### config.mk
export PLATFORM = sky130hd
export DESIGN_NAME = fifo_wr_arbiter
export DESIGN_NICKNAME = d
export VERILOG_FILES = /design/src/rtl/fifo_arb_pkg.sv /design/src/rtl/fifo_wr_arbiter_rr_picker.sv /design/src/rtl/fifo_wr_arbiter.sv
export SDC_FILE = /design/constraint.sdc
export NUM_CORES = 1
export LEC_CHECK = 0
export ABC_AREA = 1
export BUFFER_PORTS_ARGS = -buffer_cell sky130_fd_sc_hd__clkbuf_2
export CORE_ASPECT_RATIO = 1.5
export CORE_UTILIZATION = 53
export CTS_BUF_LIST = sky130_fd_sc_hd__clkbuf_16
export DETAILED_ROUTE_END_ITERATION = 10
export PLACE_DENSITY = 0.92
export SETUP_SLACK_MARGIN = 0.2
export SYNTH_ARGS = -nofsm -noshare
export SYNTH_HDL_FRONTEND = slang
export SYNTH_HIERARCHICAL = 1
export SYNTH_SLANG_ARGS = --single-unit
### constraint.sdc
create_clock -name clk -period 2.7 [get_ports clk]
set_input_delay 0.135 -clock clk [delete_from_list [all_inputs] [get_ports clk]]
set_output_delay 0.135 -clock clk [all_outputs]
set_load 0.01 [all_outputs]
### src/rtl/fifo_arb_pkg.sv
// fifo_arb_pkg: shared types, default sizes and the round-robin helper for fifo_wr_arbiter.
`default_nettype none

package fifo_arb_pkg;

  typedef enum logic [0:0] {
    IDLE = 1'b0,
    OWN  = 1'b1
  } arb_state_e;

  localparam int DEF_NUM_REQ    = 4;
  localparam int DEF_DATA_WIDTH = 16;
  localparam int DEF_MAX_BURST  = 4;
  localparam int DEF_FIFO_DEPTH = 8;
  localparam int CNT_W          = 16;
  localparam int RR_MAX         = 8;

  // First set bit of mask strictly after last, wrapping modulo n; last itself is checked last.
  function automatic logic [2:0] rr_next(input logic [2:0] last, input logic [7:0] mask, input int n);
    logic [2:0] pick;
    logic       found;
    int         idx;
    pick  = last;
    found = 1'b0;
    for (int k = 1; k <= RR_MAX; k++) begin
      idx = (int'(last) + k) % n;
      if (!found && (k <= n) && mask[idx[2:0]]) begin
        pick  = idx[2:0];
        found = 1'b1;
      end
    end
    return pick;
  endfunction

endpackage

`default_nettype wire

### src/rtl/fifo_wr_arbiter_rr_picker.sv
// rr_picker: combinational round-robin winner selection over the request mask.
`default_nettype none

module rr_picker
  import fifo_arb_pkg::*;
#(
  parameter int NUM_REQ = DEF_NUM_REQ
) (
  input  logic [NUM_REQ-1:0]         req_valid,
  input  logic [$clog2(NUM_REQ)-1:0] last_owner,
  output logic [$clog2(NUM_REQ)-1:0] winner,
  output logic                       any
);

  localparam int ID_W = $clog2(NUM_REQ);

  logic [7:0] mask8;
  logic [2:0] last3;

  assign mask8  = 8'(req_valid);
  assign last3  = 3'(last_owner);
  assign winner = ID_W'(rr_next(last3, mask8, NUM_REQ));
  assign any    = |req_valid;

endmodule

`default_nettype wire

### src/rtl/fifo_wr_arbiter.sv
// fifo_wr_arbiter: round-robin, burst-granular sharing of a FIFO write port with full/almostfull
// throttling and write-response monitoring.
`default_nettype none

module fifo_wr_arbiter
  import fifo_arb_pkg::*;
#(
  parameter int NUM_REQ    = DEF_NUM_REQ,
  parameter int DATA_WIDTH = DEF_DATA_WIDTH,
  parameter int MAX_BURST  = DEF_MAX_BURST,
  parameter int FIFO_DEPTH = DEF_FIFO_DEPTH
) (
  input  logic                          clk,
  input  logic                          rst_n,
  input  logic [NUM_REQ-1:0]            req_valid,
  input  logic [NUM_REQ-1:0]            req_last,
  input  logic [NUM_REQ*DATA_WIDTH-1:0] req_data,
  output logic [NUM_REQ-1:0]            req_ready,
  output logic                          fifo_wr_en,
  output logic [DATA_WIDTH-1:0]         fifo_data_in,
  input  logic                          fifo_full,
  input  logic                          fifo_almostfull,
  input  logic                          fifo_wr_ack,
  input  logic                          fifo_overflow,
  output logic                          grant_valid,
  output logic [$clog2(NUM_REQ)-1:0]    grant_id,
  output logic [CNT_W-1:0]              beat_cnt_total,
  output logic [CNT_W-1:0]              ack_cnt_total,
  output logic                          ovf_err
);

  localparam int ID_W   = $clog2(NUM_REQ);
  // A burst never exceeds the FIFO depth, so this width always holds the beat count.
  localparam int BEAT_W = $clog2(FIFO_DEPTH + 1);
  localparam logic [BEAT_W-1:0] LAST_BEAT = BEAT_W'(MAX_BURST - 1);

  arb_state_e          state;
  arb_state_e          state_next;
  logic [ID_W-1:0]     last_owner;
  logic [ID_W-1:0]     pick_id;
  logic                pick_any;
  logic [BEAT_W-1:0]   beat_cnt;
  logic                can_issue;
  logic                owner_valid;
  logic                burst_end;
  logic                accept;
  logic                release_grant;
  logic [DATA_WIDTH-1:0] owner_data;

  rr_picker #(
    .NUM_REQ (NUM_REQ)
  ) u_picker (
    .req_valid  (req_valid),
    .last_owner (last_owner),
    .winner     (pick_id),
    .any        (pick_any)
  );

  // Exact occupancy bound: a write in flight at almostfull would fill the FIFO.
  assign can_issue   = !fifo_full && !(fifo_almostfull && fifo_wr_en);
  assign owner_valid = req_valid[grant_id];
  assign owner_data  = req_data[grant_id*DATA_WIDTH +: DATA_WIDTH];
  assign burst_end   = req_last[grant_id] || (beat_cnt == LAST_BEAT);

  always_ff @(posedge clk or negedge rst_n) begin
    if (!rst_n) begin
      state <= IDLE;
    end else begin
      state <= state_next;
    end
  end

  always_comb begin
    state_next    = state;
    req_ready     = '0;
    accept        = 1'b0;
    release_grant = 1'b0;
    case (state)
      IDLE: begin
        if (pick_any) begin
          state_next = OWN;
        end
      end
      OWN: begin
        req_ready[grant_id] = can_issue;
        if (owner_valid && can_issue) begin
          accept = 1'b1;
          if (burst_end) begin
            release_grant = 1'b1;
            state_next    = IDLE;
          end
        end else if (!owner_valid) begin
          release_grant = 1'b1;
          state_next    = IDLE;
        end
      end
      default: state_next = IDLE;
    endcase
  end

  always_ff @(posedge clk or negedge rst_n) begin
    if (!rst_n) begin
      grant_valid    <= 1'b0;
      grant_id       <= '0;
      last_owner     <= ID_W'(NUM_REQ - 1);
      beat_cnt       <= '0;
      fifo_wr_en     <= 1'b0;
      fifo_data_in   <= '0;
      beat_cnt_total <= '0;
    end else begin
      fifo_wr_en <= accept;
      if (accept) begin
        fifo_data_in   <= owner_data;
        beat_cnt       <= beat_cnt + 1'b1;
        beat_cnt_total <= beat_cnt_total + 1'b1;
      end
      if ((state == IDLE) && pick_any) begin
        grant_id    <= pick_id;
        grant_valid <= 1'b1;
        beat_cnt    <= '0;
      end
      if (release_grant) begin
        last_owner  <= grant_id;
        grant_valid <= 1'b0;
      end
    end
  end

  always_ff @(posedge clk or negedge rst_n) begin
    if (!rst_n) begin
      ack_cnt_total <= '0;
      ovf_err       <= 1'b0;
    end else begin
      if (fifo_wr_ack) begin
        ack_cnt_total <= ack_cnt_total + 1'b1;
      end
      if (fifo_overflow) begin
        ovf_err <= 1'b1;
      end
    end
  end

endmodule

`default_nettype wire

==> results of run 1 <==
report_power, final:
part	switching, µW	total, µW	leakage (µW)	internal, µW
clock network	430	1340	0.000166	907
registers	341	1530	0.000768	1190
logic	1230	1970	0.00155	736
metal layers:
layer  part of all wire (%)  up-vias
li1                       -     1823
met1                     39     1658
met2                     54      145
met3                    5.3       17
met4                    1.9        0
met5                      0        -
flip-flops by register name (all words and copies together), names as in the netlist:
signal          flops
fifo_data_in       16
ovf_err             1
state               1
beat_cnt_total     16
grant_valid         1
beat_cnt            4
grant_id            2
last_owner          2
fifo_wr_en          1
ack_cnt_total      16
cell families after synthesis:
family | Yosys count | synth area share (%)
buf+inv | 44 | 6.37
simple gates | 306 | 37.6
flops | 60 | 42.3
compound gates | 49 | 7.42
fa+ha+maj | 3 | 1.06
mux | 1 | 0.317
xor+xnor | 20 | 4.93
cell usage in the layout, fill, tap and decap left out:
| master | count |
|---|---|
| nand2_1 | 194 |
| clkbuf_2 | 134 |
| dfrtp_1 | 58 |
| nand3_1 | 43 |
| nor2_1 | 33 |
| inv_1 | 24 |
| a21oi_1 | 20 |
| o21ai_1 | 20 |
| xor2_1 | 13 |
| nand4_1 | 9 |
| clkbuf_16 | 9 |
| nand2_2 | 8 |
| xnor2_1 | 7 |
| o21ai_0 | 6 |
| nor3_1 | 5 |
| nand2_4 | 5 |
| inv_2 | 4 |
| ha_1 | 3 |
| bufinv_16 | 3 |
| buf_4 | 3 |
| nor2_2 | 2 |
| a21oi_2 | 2 |
| nand3b_1 | 2 |
| clkinv_4 | 2 |
| dlygate4sd3_1 | 2 |
| dfstp_2 | 2 |
| inv_4 | 1 |
| nor2_8 | 1 |
| a21oi_4 | 1 |
| nor2_4 | 1 |
| or2_2 | 1 |
| mux2_2 | 1 |
| inv_6 | 1 |
| clkinvlp_4 | 1 |
| inv_8 | 1 |
| nand3_2 | 1 |
| or4_1 | 1 |
layout make-up:
class	count	area share [%]
timing repair buffer	139	15.5
inverter	30	2.66
sequential	60	32.6
clock buffer	9	4.89
clock inverter	7	2.69
multi-input combinational	379	39.6
tap	76	2.06
per-stage QoR:
| stage | utilization (%) | worst slack (ps) | cells | hold slack [ps] |
|---|---|---|---|---|
| after floorplan | - | 1290 | 483 | -161 |
| after CTS | 71.1 | 823 | 700 | 34.7 |
| after global placement | 65.4 | 995 | 682 | 273 |
| after global routing | 71.1 | 652 | 700 | 52.4 |
| final | 71.1 | 813 | 700 | 41.7 |
| after detailed placement | 65.4 | 873 | 682 | 288 |
repair_timing:
item / 4_1_cts / 5_1_grt
hold buffers: 2 / 0
setup buffers: 0 / 0
endpoints found under the hold margin: 31 / 0
worst paths after layout:
kind / start / end / slack (ps) / cells after the start
worst max-delay path: grant_id[0]$_DFFE_PN0P_ / fifo_data_in[2]$_DFFE_PN0P_ / 810 / 8
worst min-delay path: fifo_wr_ack / ack_cnt_total[0]$_DFFE_PN0P_ / 40 / 2
worst max register to register: grant_id[0]$_DFFE_PN0P_ / fifo_data_in[2]$_DFFE_PN0P_ / 810 / 8
worst min register to register: ovf_err$_DFFE_PN0P_ / ovf_err$_DFFE_PN0P_ / 490 / 1
max in group asynchronous: rst_n / ack_cnt_total[0]$_DFFE_PN0P_ / 1510 / 3
min in group asynchronous: rst_n / ack_cnt_total[4]$_DFFE_PN0P_ / 460 / 2
critical path: stages (launching register included):
cell     delay (ps)
dfrtp_1         650
inv_2           150
nand2_1          90
nand2_1          60
nand2_2          90
nand2_2          80
nand2_4         390
nand2_1         140
o21ai_1         130
==> results.json, run 1 <==
{
  "run_status": "complete, no violations",
  "die_w_um": 68.9,
  "met1_usage_pct": 30.5,
  "synth.largest_area_cell": "dfrtp_1",
  "yosys_most_used_dff": "dfrtp_1",
  "finalWirelength_um": 9150,
  "synth-edff-count": 0,
  "critPathMaxFanout": 52,
  "average_size_of_a_mapped_cell_um2": 7.36,
  "rows": 36,
  "finalSetupTns_ps": 0,
  "finalWorstPathRequiredPeriod_ps": 1890,
  "crit_path_start_kind": "flop",
  "maxSlewViolCount": 0,
  "yosys.area.top_type_share_pct": 40.8,
  "final_area_um2": 4610,
  "count_of_vias_placed_by_the_detailed_router": 3643,
  "arrival_ps": 2120,
  "numClockSinks": 60,
  "synth_cell_type_count": 32,
  "cts_repair_resize_count": 0,
  "drt-initial-drc-count": 200,
  "post_detail_place_hpwl_um": 6600,
  "grt_remaining_overflow": 0,
  "grt_util_all_layers_pct": 27.0,
  "fmax_ghz": 0.530,
  "critical_path.endpoint_type": "flop",
  "cts_inserted_buffers": 9,
  "synth_sequential_area_ratio_pct": 42.3,
  "depth_of_the_cts_h_tree": 3,
  "synth_nets": 564,
  "critPathRequiredTime_ps": 2940,
  "grt_pass1_vias": 3318,
  "number_of_diodes_added_for_antenna_fixing": 0,
  "fin_worst_skew_ps": 5.91,
  "ir_worst_vdd_mv": 0.585,
  "chipHeight_um": 102,
  "number_of_antenna_violations_at_the_first_check_in_global_routing": 0,
  "drt.antenna.violating_nets": 0,
  "post_route_total_power_uw": 4830,
  "effective_utilization_at_floorplan_pct": 54.8,
  "postSynthRegisterBits": 60,
  "drive_above_1_share_pct": 29.5,
  "tritoncts_clock_tree": "built",
  "hold_path.class": "primary input to flop",
  "wl_per_cell_um": 13.1,
  "clock_latency_ps": 330,
  "number_of_drc_violations_after_detailed_routing": 0,
  "yosys_warnings": 6,
  "first_pass_grt_wire_length_um": 14300,
  "grt_util_met2_pct": 47.7,
  "cellLeakagePower_uw": 0.00249,
  "power_density_nw_per_um2": 1050,
  "ioPinCount": 135,
  "ctsRootBufferMaster": "clkbuf_16",
  "fillCellCount": 514,
  "hold_viol_final": 0,
  "rsz0062_at_grt": "no",
  "most_frequently_used_cell_type_in_the_post_synthesis_netlist": "nand2_1",
  "clkTransAtPathRegs_ps": 50,
  "core_um2": 6490,
  "tightestPinTransition_ps": 868,
  "grt_start_max_net_pins": 53,
  "final_net_count": 700,
  "clock_tree.buffer_depth": 2,
  "post_synth_inst_count": 483,
  "post-route-period-util_pct": 69.9,
  "die-area_um2": 7050,
  "summed_instance_area_of_the_synthesized_netlist_um2": 3560,
  "dpl-instance-area_um2": 4240,
  "yosys-top-cells-count": "nand2_1 (194), dfrtp_1 (58), nand3_1 (43), nor2_1 (33), inv_1 (24)",
  "drt_pass1_iterations": 5,
  "synthArstFlopShare_pct": 100,
  "top_usage_layer": "met2",
  "sequential_cell_area_um2": 1500,
  "synth.top_cells.by_area": "dfrtp_1 (41%), nand2_1 (20%), nand3_1 (6.1%), nor2_1 (3.5%), xor2_1 (3.2%)",
  "timing_worst_setup_path_type": "flop to flop",
  "drv_cap": 0,
  "use_met3_pct": 6.14,
  "avgViaCountPerCell": 5.20,
  "multi_input_area_um2": 1830,
  "count_of_buffers_inserted_at_the_top_level_ports": 134,
  "report.final.setup_viol": 0,
  "syn_to_final_growth_pct": 29.6,
  "relSlewSlack_pct": 42.1,
  "gp_routability_congestion": 0.908
}
(Power assumes the default switching activity.)
==> inputs of run 2 (changes only) <==
--- a/config.mk
+++ b/config.mk
@@ -8,10 +8,10 @@
 export ABC_AREA = 1
 export BUFFER_PORTS_ARGS = -buffer_cell sky130_fd_sc_hd__clkbuf_2
 export CORE_ASPECT_RATIO = 1.5
-export CORE_UTILIZATION = 53
+export CORE_UTILIZATION = 50
 export CTS_BUF_LIST = sky130_fd_sc_hd__clkbuf_16
 export DETAILED_ROUTE_END_ITERATION = 10
-export PLACE_DENSITY = 0.92
+export PLACE_DENSITY = 0.88
 export SETUP_SLACK_MARGIN = 0.2
 export SYNTH_ARGS = -nofsm -noshare
 export SYNTH_HDL_FRONTEND = slang
==> constraint.sdc (replaced) <==
create_clock -name clk -period 1.8 [get_ports clk]
set_input_delay 0.09 -clock clk [delete_from_list [all_inputs] [get_ports clk]]
set_output_delay 0.09 -clock clk [all_outputs]
set_load 0.01 [all_outputs]
==> run 2 against run 1 <==
Compared with the run above:
- utilization is 2.6 points lower
- setup slack lost 550 ps
- sequential share of layout area down 0.55 points
- via count up 2.1%
==> results.json, run 2 (synthesis gave the netlist of run 1 again) <==
{
  "critical_path.slowest_cell": "dfstp_2",
  "syn_to_final_growth_pct": 31.9,
  "clock_latency_ps": 330,
  "critPathMaxFanout": 7,
  "die-area_um2": 7460,
  "hold_path.class": "primary input to flop",
  "numPlacedInstances": 686,
  "clock_tree.buffer_depth": 2,
  "fmax_ghz": 0.651,
  "rsz0062_at_grt": "yes",
  "ir_worst_vdd_mv": 0.888,
  "die_w_um": 70.9,
  "critical_path.endpoint_type": "flop",
  "timing.critical_path.mode_cell": "nand2_1",
  "numClockSinks": 60,
  "gp_routability_congestion": 0.851,
  "first_pass_grt_wire_length_um": 15400,
  "drive_above_1_share_pct": 31.9,
  "cts_inserted_buffers": 9,
  "fin_cells": 708,
  "top_regs": "ack_cnt_total: 16 flops, beat_cnt_total: 16 flops, fifo_data_in: 16 flops",
  "drt.antenna.violating_nets": 0,
  "fin_worst_skew_ps": 6.80,
  "final_net_count": 708,
  "grt_pass1_vias": 3557,
  "number_of_drc_violations_after_detailed_routing": 0,
  "timing_worst_setup_path_type": "flop to flop",
  "arrival_ps": 1740,
  "number_of_diodes_added_for_antenna_fixing": 0,
  "wl_per_cell_um": 13.2,
  "ioPinCount": 135,
  "crit_path_cell_trace": "buf_6 > inv_8 > nand2_1 > nand2_2 > nand2_2 > nand2_4 > inv_2 > nand3_2 > nand3_2 > nand2_1 > nand2_1 > o21ai_1",
  "finalWorstPathRequiredPeriod_ps": 1540,
  "cellLeakagePower_uw": 0.00252,
  "chipHeight_um": 105,
  "avgViaCountPerCell": 5.26,
  "effective_utilization_at_floorplan_pct": 51.9,
  "report.final.setup_viol": 0,
  "finalSetupTns_ps": 0,
  "relSlewSlack_pct": 71.7,
  "grt_util_all_layers_pct": 26.2,
  "number_of_antenna_violations_at_the_first_check_in_global_routing": 0,
  "count_of_vias_placed_by_the_detailed_router": 3721,
  "max_stage_delay_ps": 530,
  "finalWirelength_um": 9340,
  "power_density_nw_per_um2": 1530,
  "post-route-period-util_pct": 85.3,
  "run_status": "complete, no violations",
  "rows": 37,
  "depth_of_the_cts_h_tree": 3,
  "ctsRootBufferMaster": "clkbuf_16",
  "crit_path_start_kind": "flop",
  "tritoncts_clock_tree": "built",
  "drt-initial-drc-count": 240,
  "maxSlewViolCount": 0,
  "post_detail_place_hpwl_um": 6860,
  "drt_pass1_iterations": 7,
  "tightestPinTransition_ps": 422,
  "hold_viol_final": 0,
  "final_common_cell": "nand2_1",
  "drv_cap": 0,
  "clkTransAtPathRegs_ps": 50,
  "grt_remaining_overflow": 0,
  "critPathRequiredTime_ps": 2000,
  "core_um2": 6850,
  "top_library_cells_by_usage_in_the_layout_fill_and_taps_aside": "nand2_1 (190), clkbuf_2 (134), dfrtp_1 (57)",
  "count_of_buffers_inserted_at_the_top_level_ports": 134,
  "grt_start_max_net_pins": 61
}
-- run 2: path summary, 6_finish.rpt --
check | from | to | slack (ps) | cells past startpoint
worst max-delay path | last_owner[0]$_DFFE_PN1P_ | grant_id[1]$_DFFE_PN0P_ | 260 | 12
worst min-delay path | fifo_wr_ack | ack_cnt_total[0]$_DFFE_PN0P_ | 20 | 2
worst max register to register | last_owner[0]$_DFFE_PN1P_ | grant_id[1]$_DFFE_PN0P_ | 260 | 12
worst min register to register | ovf_err$_DFFE_PN0P_ | ovf_err$_DFFE_PN0P_ | 470 | 1
max in group asynchronous | rst_n | last_owner[0]$_DFFE_PN1P_ | 1160 | 3
min in group asynchronous | rst_n | ack_cnt_total[5]$_DFFE_PN0P_ | 320 | 3
-- run 2: metal layers --
layer | track usage [%] | part of all wire (%) | vias to the layer above
met3 | 4.88 | 4.1 | 18
li1 | - | - | 1831
met1 | 28.9 | 38 | 1747
met5 | 0 | 0 | -
met4 | 12.1 | 2.5 | 0
met2 | 47.7 | 55 | 125
-- run 2: worst max-delay path: cells and delay by family, from the launching register on --
kind | cells | cell delay [ps]
compound gates | 1 | 60
buf+inv | 3 | 260
flops | 1 | 530
simple gates | 8 | 550
-- run 2: through the flow --
step                      setup slack [ps]  util (%)  hold slack (ps)  area, µm²  total power, µW
after floorplan                        388         -             -206       3560             4390
after global placement                 230      62.5              119       4280             5150
after detailed placement               157      62.5              124       4280             5330
after CTS                              197      67.2             9.32       4600             6990
after global routing                   173      68.5             33.3       4690             7680
final                                  264      68.5             17.8       4690             7170
-- run 2: final cells by class --
| cell class | instances | area [µm²] |
|---|---|---|
| Timing Repair Buffer | 147 | 816 |
| Multi-Input combinational cell | 379 | 1880 |
| Inverter | 30 | 123 |
| Fill cell | 584 | 2160 |
| Tap cell | 78 | 97.6 |
| Clock inverter | 5 | 46.3 |
| Clock buffer | 9 | 225 |
| Sequential cell | 60 | 1510 |
-- run 2: power breakdown --
part / internal [µW] / leakage, µW / switching [µW]
registers: 1790 / 0.000767 / 419
logic: 1300 / 0.00162 / 2080
clock network: 1030 / 0.000137 / 545
-- run 2: timing repair --
action                                  CTS  global route
hold buffers                              2             0
buffers inserted                          2             4
gates resized for setup                   4            19
pin swaps                                 0             4
hold endpoints to repair                 59             0
endpoints found under the setup margin   25            34
